$ cat config.mk
export PLATFORM = sky130hd
export DESIGN_NAME = ser_shift_stage
export DESIGN_NICKNAME = d
export VERILOG_FILES = /design/src/rtl/ser_shift_stage.sv
export SDC_FILE = /design/constraint.sdc
export NUM_CORES = 1
export LEC_CHECK = 0
export CAP_MARGIN = 20
export CELL_PAD_IN_SITES_DETAIL_PLACEMENT = 1
export CELL_PAD_IN_SITES_GLOBAL_PLACEMENT = 2
export CORE_UTILIZATION = 34
export DETAILED_ROUTE_END_ITERATION = 7
export GPL_ROUTABILITY_DRIVEN = 0
export GPL_TIMING_DRIVEN = 0
export PLACE_DENSITY = 0.87
export SYNTH_ARGS = -nofsm -noshare
export SYNTH_HDL_FRONTEND = slang
export SYNTH_SLANG_ARGS = --single-unit
$ cat constraint.sdc
create_clock -name CLK -period 2 [get_ports CLK]
set_clock_uncertainty 0.1 [all_clocks]
set_input_delay 0.4 -clock CLK [delete_from_list [all_inputs] [get_ports CLK]]
set_output_delay 0.4 -clock CLK [all_outputs]
set_load 0.02 [all_outputs]
$ cat src/rtl/ser_shift_stage.sv
// Purpose : parallel-to-serial shifter with a one-word holding register for gapless word streaming.
// Latency : first bit of an accepted word appears on SOUT in the cycle after the accepting edge.
// Backpressure: DIN_RDY drops while the holding register is full; it is never a function of DIN_VLD.
module ser_shift_stage #(
   parameter int   WIDTH     = 8,
   parameter logic INIT      = 1'b1,
   parameter logic MSB_FIRST = 1'b0
) (
   input  logic             CLK,
   input  logic             RESETN,
   input  logic [WIDTH-1:0] DIN,
   input  logic             DIN_VLD,
   output logic             DIN_RDY,
   output logic             SOUT,
   output logic             SOUT_VLD,
   output logic             SOF,
   output logic             IDLE
);

   localparam int CW = (WIDTH > 1) ? $clog2(WIDTH) : 1;
   localparam logic [CW-1:0] CNT_LAST = CW'(WIDTH - 1);

   typedef enum logic {S_IDLE, S_SHIFT} state_t;

   state_t           state_q, state_d;
   logic [CW-1:0]    cnt_q, cnt_d;
   logic [WIDTH-1:0] sr_q, sr_d;
   logic [WIDTH-1:0] hold_q, hold_d;
   logic             hold_full_q, hold_full_d;
   logic             rdy_en_q, rdy_en_d;
   logic             xfer;

   // Ready depends only on registered state; a transfer is ready and valid together.
   always_comb begin
      DIN_RDY = rdy_en_q & ~hold_full_q;
      xfer    = DIN_VLD & DIN_RDY;
   end

   // Next-state logic: load, shift, reload from HOLD or direct input at the last bit.
   always_comb begin
      state_d     = state_q;
      cnt_d       = cnt_q;
      sr_d        = sr_q;
      hold_d      = hold_q;
      hold_full_d = hold_full_q;
      rdy_en_d    = 1'b1;
      case (state_q)
         S_IDLE: begin
            if (xfer) begin
               sr_d    = DIN;
               cnt_d   = '0;
               state_d = S_SHIFT;
            end
         end
         S_SHIFT: begin
            if (cnt_q != CNT_LAST) begin
               // Move the next bit toward the output end of the register.
               sr_d  = MSB_FIRST ? (sr_q << 1) : (sr_q >> 1);
               cnt_d = cnt_q + CW'(1);
               if (xfer) begin
                  hold_d      = DIN;
                  hold_full_d = 1'b1;
               end
            end else if (hold_full_q) begin
               // Last bit: the buffered word follows with no gap.
               sr_d        = hold_q;
               hold_full_d = 1'b0;
               cnt_d       = '0;
            end else if (xfer) begin
               // Last bit with an empty HOLD: take the incoming word directly.
               sr_d  = DIN;
               cnt_d = '0;
            end else begin
               cnt_d   = '0;
               state_d = S_IDLE;
            end
         end
         default: begin
            state_d = S_IDLE;
            cnt_d   = '0;
         end
      endcase
   end

   // State registers; reset aborts any word in flight and empties HOLD.
   always_ff @(posedge CLK or negedge RESETN) begin
      if (!RESETN) begin
         state_q     <= S_IDLE;
         cnt_q       <= '0;
         sr_q        <= '0;
         hold_q      <= '0;
         hold_full_q <= 1'b0;
         rdy_en_q    <= 1'b0;
      end else begin
         state_q     <= state_d;
         cnt_q       <= cnt_d;
         sr_q        <= sr_d;
         hold_q      <= hold_d;
         hold_full_q <= hold_full_d;
         rdy_en_q    <= rdy_en_d;
      end
   end

   // Serial outputs decoded from registered state only.
   always_comb begin
      SOUT     = INIT;
      SOUT_VLD = 1'b0;
      SOF      = 1'b0;
      IDLE     = (state_q == S_IDLE) & ~hold_full_q;
      if (state_q == S_SHIFT) begin
         SOUT     = MSB_FIRST ? sr_q[WIDTH-1] : sr_q[0];
         SOUT_VLD = 1'b1;
         SOF      = (cnt_q == '0);
      end
   end

endmodule
==> summary.txt, run 1 <==
Place
  – Placement Setup Slack: -0.1435 ns
  – Port bufs: 15
  – Placed cell area: ~0.0013 mm^2
  – DPL Wire Length: 1617 um
  – Dpl cells: 158

Worst setup path
  – Critical Path AT: between 2 and 2.5 ns
  – CP startpoint kind: flip-flop
  – Setup CP Type: reg -> reg
  – Worst Setup End Kind: flip-flop
  – Reg2Reg Setup Slack: approximately 0.079 ns
  – Worst Path Required: ~2.1 ns
  – CP Max Fanout: 8

Power
  – Pwr per Cell Area: around 1500 mW/mm^2
  – Worst ir drop on vdd: 0.0005629 V
  – LEAKAGE: just under 0.6 nW
  – Final Power: between 1.5 and 2 mW

STA
  – Fmax: approximately 520 MHz
  – Final-report hold violation count: 0
  – Unrepaired setup endpoints after global routing: false
  – Min cycle time layout: slightly below 2 ns
  – Slew @ Worst Pin: 0.6133 ns
  – Fin. max-slew vios: 0
  – Slew margin rel.: ~59%
  – Period Utilization, post-route: between 90% and 100%
  – Final setup violation count: 0
  – Final WS setup: ~0.08 ns
  – Hold WS: approximately 0.29 ns

Drt
  – Drt drc: 0
  – Pre-antenna DRT Iters: 4
  – Via/cell ratio: 5.037
  – Antenna-violating nets left: 0
  – Number of DRC markers in iteration 0: 20
  – Final wirelength: approximately 2300 um
  – Avg WL per Cell: approximately 14 um
  – Via Count: 826

Status
  – Outcome: finished, final reports clean

Logic synthesis
  – Yosys reg bits: 22
  – Number of flops mapped to enable cells by yosys: 0
  – Post-Synthesis Cells: 99
  – Netlist cell types: 27
  – Sequential area share after synthesis: 51.28%
  – Syn Nets: ~110
  – Syn Area/Cell: 10.84 um^2
  – Synth Flop Type: dfrtp_1
  – Post-Syn Area: 0.001074 mm^2
  – Synth warn: 0
  – Post-synthesis async set-or-reset flop share: 100.0%

Clock tree
  – Skew-Pair Late Insertion Delay: 0.30 ns
  – CTS Sinks: 22
  – Clock transition at path regs: roughly 0.12 ns
  – TritonCTS clock tree: done
  – Clk root buf: clkbuf_4
  – Num CTS Buffers: 3
  – # hold bufs at CTS: 0
  – Clock Path Buffers: 2
  – H-tree levels: 1

Layout
  – Finished Cell Area: roughly 0.0013 mm^2
  – Share of cells above drive strength 1: between 10% and 20%
  – Antenna Cells: 0
  – Area Growth Syn to Fin: 25.64%
  – Finished Layout Cells: between 150 and 200
  – Nets: around 140

Die
  – # rows: 20
  – Die Wd: around 58 um
  – IO Count: 16
  – Die area: roughly 0.0034 mm^2
  – Die H: between 50 and 60 um
  – Core area: around 0.003 mm^2
  – Starting Density: a little over a third

Global routing
  – Number of global-route vias before repair: 880
  – Initial antenna violation count: 0
  – Global-route wire length before repair: 4064 um
  – GRT Total Usage: 15.82%
  – Grt ovf: 0
  – Largest net degree at the start of global routing: 23

Run
  – Max cap viols: 0

Hold path
  – Hold WC Path Type: in -> async
-- cell usage after synthesis, types with 2 or more instances --
master / n / area (um^2)
o22ai_1: 6 / 37.54
nor2_1: 2 / 7.510
a32oi_1: 8 / 70.07
a21oi_1: 2 / 10.01
o21ai_0: 4 / 20.02
inv_1: 5 / 18.77
buf_6: 2 / 22.52
mux2_2: 8 / 90.09
dfrtp_1: 22 / 550.5
ha_1: 3 / 37.54
nand2_1: 21 / 78.83
-- placed cells by master, fill, tap and decap left out --
cell             instances
clkdlybuf4s50_1         11
bufinv_16                1
conb_1                   1
buf_4                    3
o21ai_1                  1
nand4_1                  1
o32ai_1                  1
a32oi_1                  8
dfrtp_1                 22
clkbuf_1                 1
nand2b_1                 1
nand2_1                 21
and3b_1                  1
mux2_2                   8
buf_8                    1
inv_1                    5
a21oi_1                  2
nor2b_1                  1
or2b_4                   1
clkbuf_4                 3
o21ai_0                  4
dlygate4sd2_1            3
ha_1                     3
buf_2                    2
o22ai_1                  6
or3_1                    1
buf_6                    2
nand3b_1                 1
nand3b_4                 1
nor2_8                   1
nor2_1                   2
-- power by group --
group / internal [mW] / switching [mW]
Clock: 0.202 / 0.137
Sequential: 0.654 / 0.106
Combinational: 0.415 / 0.460
Total: 1.27 / 0.704
-- flip-flops by register name, summed over array words and instances (netlist names) --
| name | flops |
|---|---|
| hold_full_q | 1 |
| state_q | 1 |
| rdy_en_q | 1 |
| hold_q | 8 |
| cnt_q | 3 |
| sr_q | 8 |
-- stage by stage --
stage | util [%] | setup TNS, ns
6_report | 44.55 | 0
5_1_grt | 44.55 | 0
4_1_cts | 44.01 | 0
3_5_place_dp | 42.23 | -0.1435
3_3_place_gp | 42.23 | -0.1036
2_1_floorplan | - | 0
-- final timing paths --
kind / startpoint / endpoint / cells past startpoint
setup / recovery: cnt_q[0] / hold_q[7] / 5
hold / removal: RESETN / cnt_q[0] / 1
setup reg to reg: cnt_q[0] / hold_q[7] / 5
hold reg to reg: cnt_q[0] / cnt_q[0] / 1
max in group asynchronous: RESETN / hold_full_q / 2
min in group CLK: cnt_q[0] / cnt_q[0] / 1
-- layer usage --
metal	global-route usage, %	routed length (um)	up-vias
met1	21.02	1084	422
met5	0	0	-
met3	2.009	52	2
li1	-	-	392
met2	27.09	1163	10
met4	4.422	10	0
-- kinds of logic (layout without fill, tap and decap cells) --
| kind of cell | Yosys count | after routing | synth area share (%) |
|---|---|---|---|
| AO/OA/AOI/OAI | 22 | 22 | 14.10 |
| adder cells (fa/ha/maj) | 3 | 3 | 3.497 |
| buffers and inverters | 11 | 32 | 5.710 |
| flip-flops | 22 | 22 | 51.28 |
| multiplexers | 8 | 8 | 8.392 |
| other | 1 | 1 | 0.3493 |
| AND/OR/NAND/NOR | 32 | 32 | 16.67 |
-- cell type report --
cell class,count,area [um^2]
Inverter,5,18.77
Fill cell,342,1679
Timing Repair Buffer,17,163.9
Sequential cell,22,550.5
Tap cell,44,55.05
Multi-Input combinational cell,66,461.7
Buffer,6,46.29
Clock buffer,3,22.52
Clock inverter,1,30.03
-- repair_timing --
action	4_1_cts	5_1_grt
gates resized for setup	8	1
setup buffers	0	1
gates cloned	0	0
pin swaps	0	0
setup endpoints to repair	4	2
-- worst max-delay path, cell delays in order (launching register included) --
cell and delay (ns):
dfrtp_1 0.42, ha_1 0.21, ha_1 0.24, or2b_4 0.31, nor2_8 0.18, mux2_2 0.35
Power figures use the tool's default switching activity.
==> inputs of run 2 (changes only) <==
--- a/config.mk
+++ b/config.mk
@@ -8,11 +8,13 @@
 export CAP_MARGIN = 20
 export CELL_PAD_IN_SITES_DETAIL_PLACEMENT = 1
 export CELL_PAD_IN_SITES_GLOBAL_PLACEMENT = 2
-export CORE_UTILIZATION = 34
+export CORE_MARGIN = 5
+export CORE_UTILIZATION = 39
 export DETAILED_ROUTE_END_ITERATION = 7
+export DONT_BUFFER_PORTS = 1
 export GPL_ROUTABILITY_DRIVEN = 0
 export GPL_TIMING_DRIVEN = 0
-export PLACE_DENSITY = 0.87
+export PLACE_DENSITY = 0.86
 export SYNTH_ARGS = -nofsm -noshare
 export SYNTH_HDL_FRONTEND = slang
 export SYNTH_SLANG_ARGS = --single-unit
==> summary.txt, run 2 (synthesis results as in run 1) <==
Worst setup path
  – Top cell by count, worst path: ha_1
  – CP startpoint kind: flip-flop
  – Setup CP Type: reg -> reg
  – Crit path cell chain: ha_1 -> ha_1 -> or2b_4 -> nor2_8 -> mux2_2
  – CP delay by family, top: simple AND/OR/NAND/NOR gates
  – Worst Setup End Kind: flip-flop
  – Slowest cell delay on critical path: between 0.4 and 0.5 ns
  – Max stage delay cell, worst path: dfrtp_1
  – Critical Path AT: just over 2 ns
  – CP Max Fanout: 8
  – CP bufs+invs: 0
  – Worst Path Required: around 2.1 ns

STA
  – Period Utilization, post-route: between 90% and 100%
  – Fmax: roughly 520 MHz
  – Hold WS: between 0.1 and 0.15 ns
  – Unrepaired setup endpoints after global routing: false
  – Min cycle time layout: between 1.5 and 2 ns
  – Final setup violation count: 0
  – Fin. max-slew vios: 0
  – Setup TNS: 0 ns
  – Final-report hold violation count: 0
  – Slew margin rel.: around 55%
  – Final WS setup: between 0.07 and 0.08 ns
  – Slew @ Worst Pin: a little under 0.7 ns

Drt
  – Via/cell ratio: roughly 5.7
  – Pre-antenna DRT Iters: 4
  – Met1 wire length: about 1000 um
  – WL met2: between 1000 and 1500 um
  – Final wirelength: approximately 2400 um
  – Number of DRC markers in iteration 0: 16
  – Antenna-violating nets left: 0
  – DR top layer: met4
  – Via Count: between 700 and 800
  – Avg WL per Cell: between 15 and 20 um
  – Met3 WL post-DR: 121 um
  – Drt drc: 0

Place
  – Port bufs: 0
  – DPL Wire Length: roughly 1700 um
  – Placed cell area: around 0.0011 mm^2
  – Placement Setup Slack: slightly below 0.1 ns

Die
  – Starting Density: around two fifths
  – Core area: around 0.0027 mm^2
  – Die H: ~62 um
  – # rows: 19
  – Die Wd: 62.47 um
  – IO Count: 16
  – Die area: 0.003902 mm^2

Clock tree
  – Clock transition at path regs: 0.13 ns
  – Clock Path Buffers: 2
  – CTS Sinks: 22
  – Clk root buf: clkbuf_4
  – H-tree levels: 1
  – Skew-Pair Late Insertion Delay: ~0.3 ns
  – TritonCTS clock tree: done
  – Postcts setup bufs: 0
  – Num CTS Buffers: 3

Layout
  – Final Core Density: about 45%
  – Largest registers: hold_q: 8 flops, sr_q: 8 flops, cnt_q: 3 flops
  – Share of cells above drive strength 1: a little over a fifth
  – Reg area: 550.5 um^2
  – Antenna Cells: 0
  – Finished Cell Area: ~0.0012 mm^2
  – Most frequent cells in the layout: 22 x dfrtp_1, 21 x nand2_1, 8 x a32oi_1, 8 x mux2_2, 6 x o22ai_1
  – # fillers: 306
  – Multi-input logic area: 471.7 um^2
  – Nets: 120
  – Leading cell type in the layout, fill and taps excluded: dfrtp_1
  – Area Growth Syn to Fin: 11.77%

Global routing
  – Grt ovf: 0
  – Number of global-route vias before repair: between 800 and 900
  – GRT Total Usage: between 10 and 15%
  – Largest net degree at the start of global routing: 23
  – Global-route wire length before repair: between 4000 and 5000 um
  – Initial antenna violation count: 0

Status
  – Outcome: finished, final reports clean

Power
  – Pwr per Cell Area: about 1500 mW/mm^2
  – Worst ir drop on vdd: a little under 0.0008 V
  – LEAKAGE: around 0.52 nW

Run
  – Max cap viols: 0

Hold path
  – Hold WC Path Type: in -> reg
## run 2: cell types whose count changed in the layout (fill, tap and decap cells not counted), sizes merged
cell | before | now
clkbuf | 4 | 5
bufinv | 1 | 0
dlygate4sd2 | 3 | 0
dlygate4sd3 | 0 | 1
buf | 8 | 6
clkdlybuf4s50 | 11 | 0
## run 2: cell type report
class | count | share of cell area, %
multi-input cells | 66 | 39.31
flip-flops and latches | 22 | 45.88
well taps | 31 | 3.233
plain buffers | 6 | 3.858
inverters | 5 | 1.564
clock buffers | 4 | 3.024
repair buffers | 2 | 3.128
## run 2: worst register-to-register path, stage by stage, from the launching register on
cell,delay (ns)
dfrtp_1,0.42
ha_1,0.21
ha_1,0.24
or2b_4,0.31
nor2_8,0.18
mux2_2,0.36
## run 2: through the flow
| step | std cells | power, mW |
|---|---|---|
| 2_1_floorplan | 99 | 1.381 |
| 3_3_place_gp | 130 | 1.513 |
| 3_5_place_dp | 130 | 1.564 |
| 4_1_cts | 135 | 1.843 |
| 5_1_grt | 136 | 1.978 |
| 6_report | 136 | 1.833 |
## run 2: per-layer routing
metal | track usage [%] | vias to the layer above
li1 | - | 363
met1 | 15.04 | 403
met2 | 22.80 | 11
met3 | 3.417 | 2
met4 | 3.979 | 0
met5 | 0 | -
## run 2: repair_timing
action / in CTS / in global routing
endpoints found under the hold margin: 22 / 0
endpoints found under the setup margin: 1 / 1
gates cloned: 0 / 0
resized for setup: 4 / 1
hold buffers: 1 / 0
## run 2: worst paths after layout
kind,from,to,slack [ns],cells past startpoint
max,cnt_q[0],hold_q[4],0.08,5
min,DIN[2],hold_q[2],0.13,1
max reg2reg,cnt_q[0],hold_q[4],0.08,5
min reg2reg,cnt_q[0],cnt_q[0],0.41,1
max in group asynchronous,RESETN,sr_q[5],1.01,2
min in group asynchronous,RESETN,cnt_q[0],0.36,1
## run 2: power by group
part / switching (mW) / leakage, nW / internal, mW
Sequential: 0.131 / 0.261 / 0.655
Clock: 0.135 / 0.0210 / 0.111
Combinational: 0.447 / 0.242 / 0.354
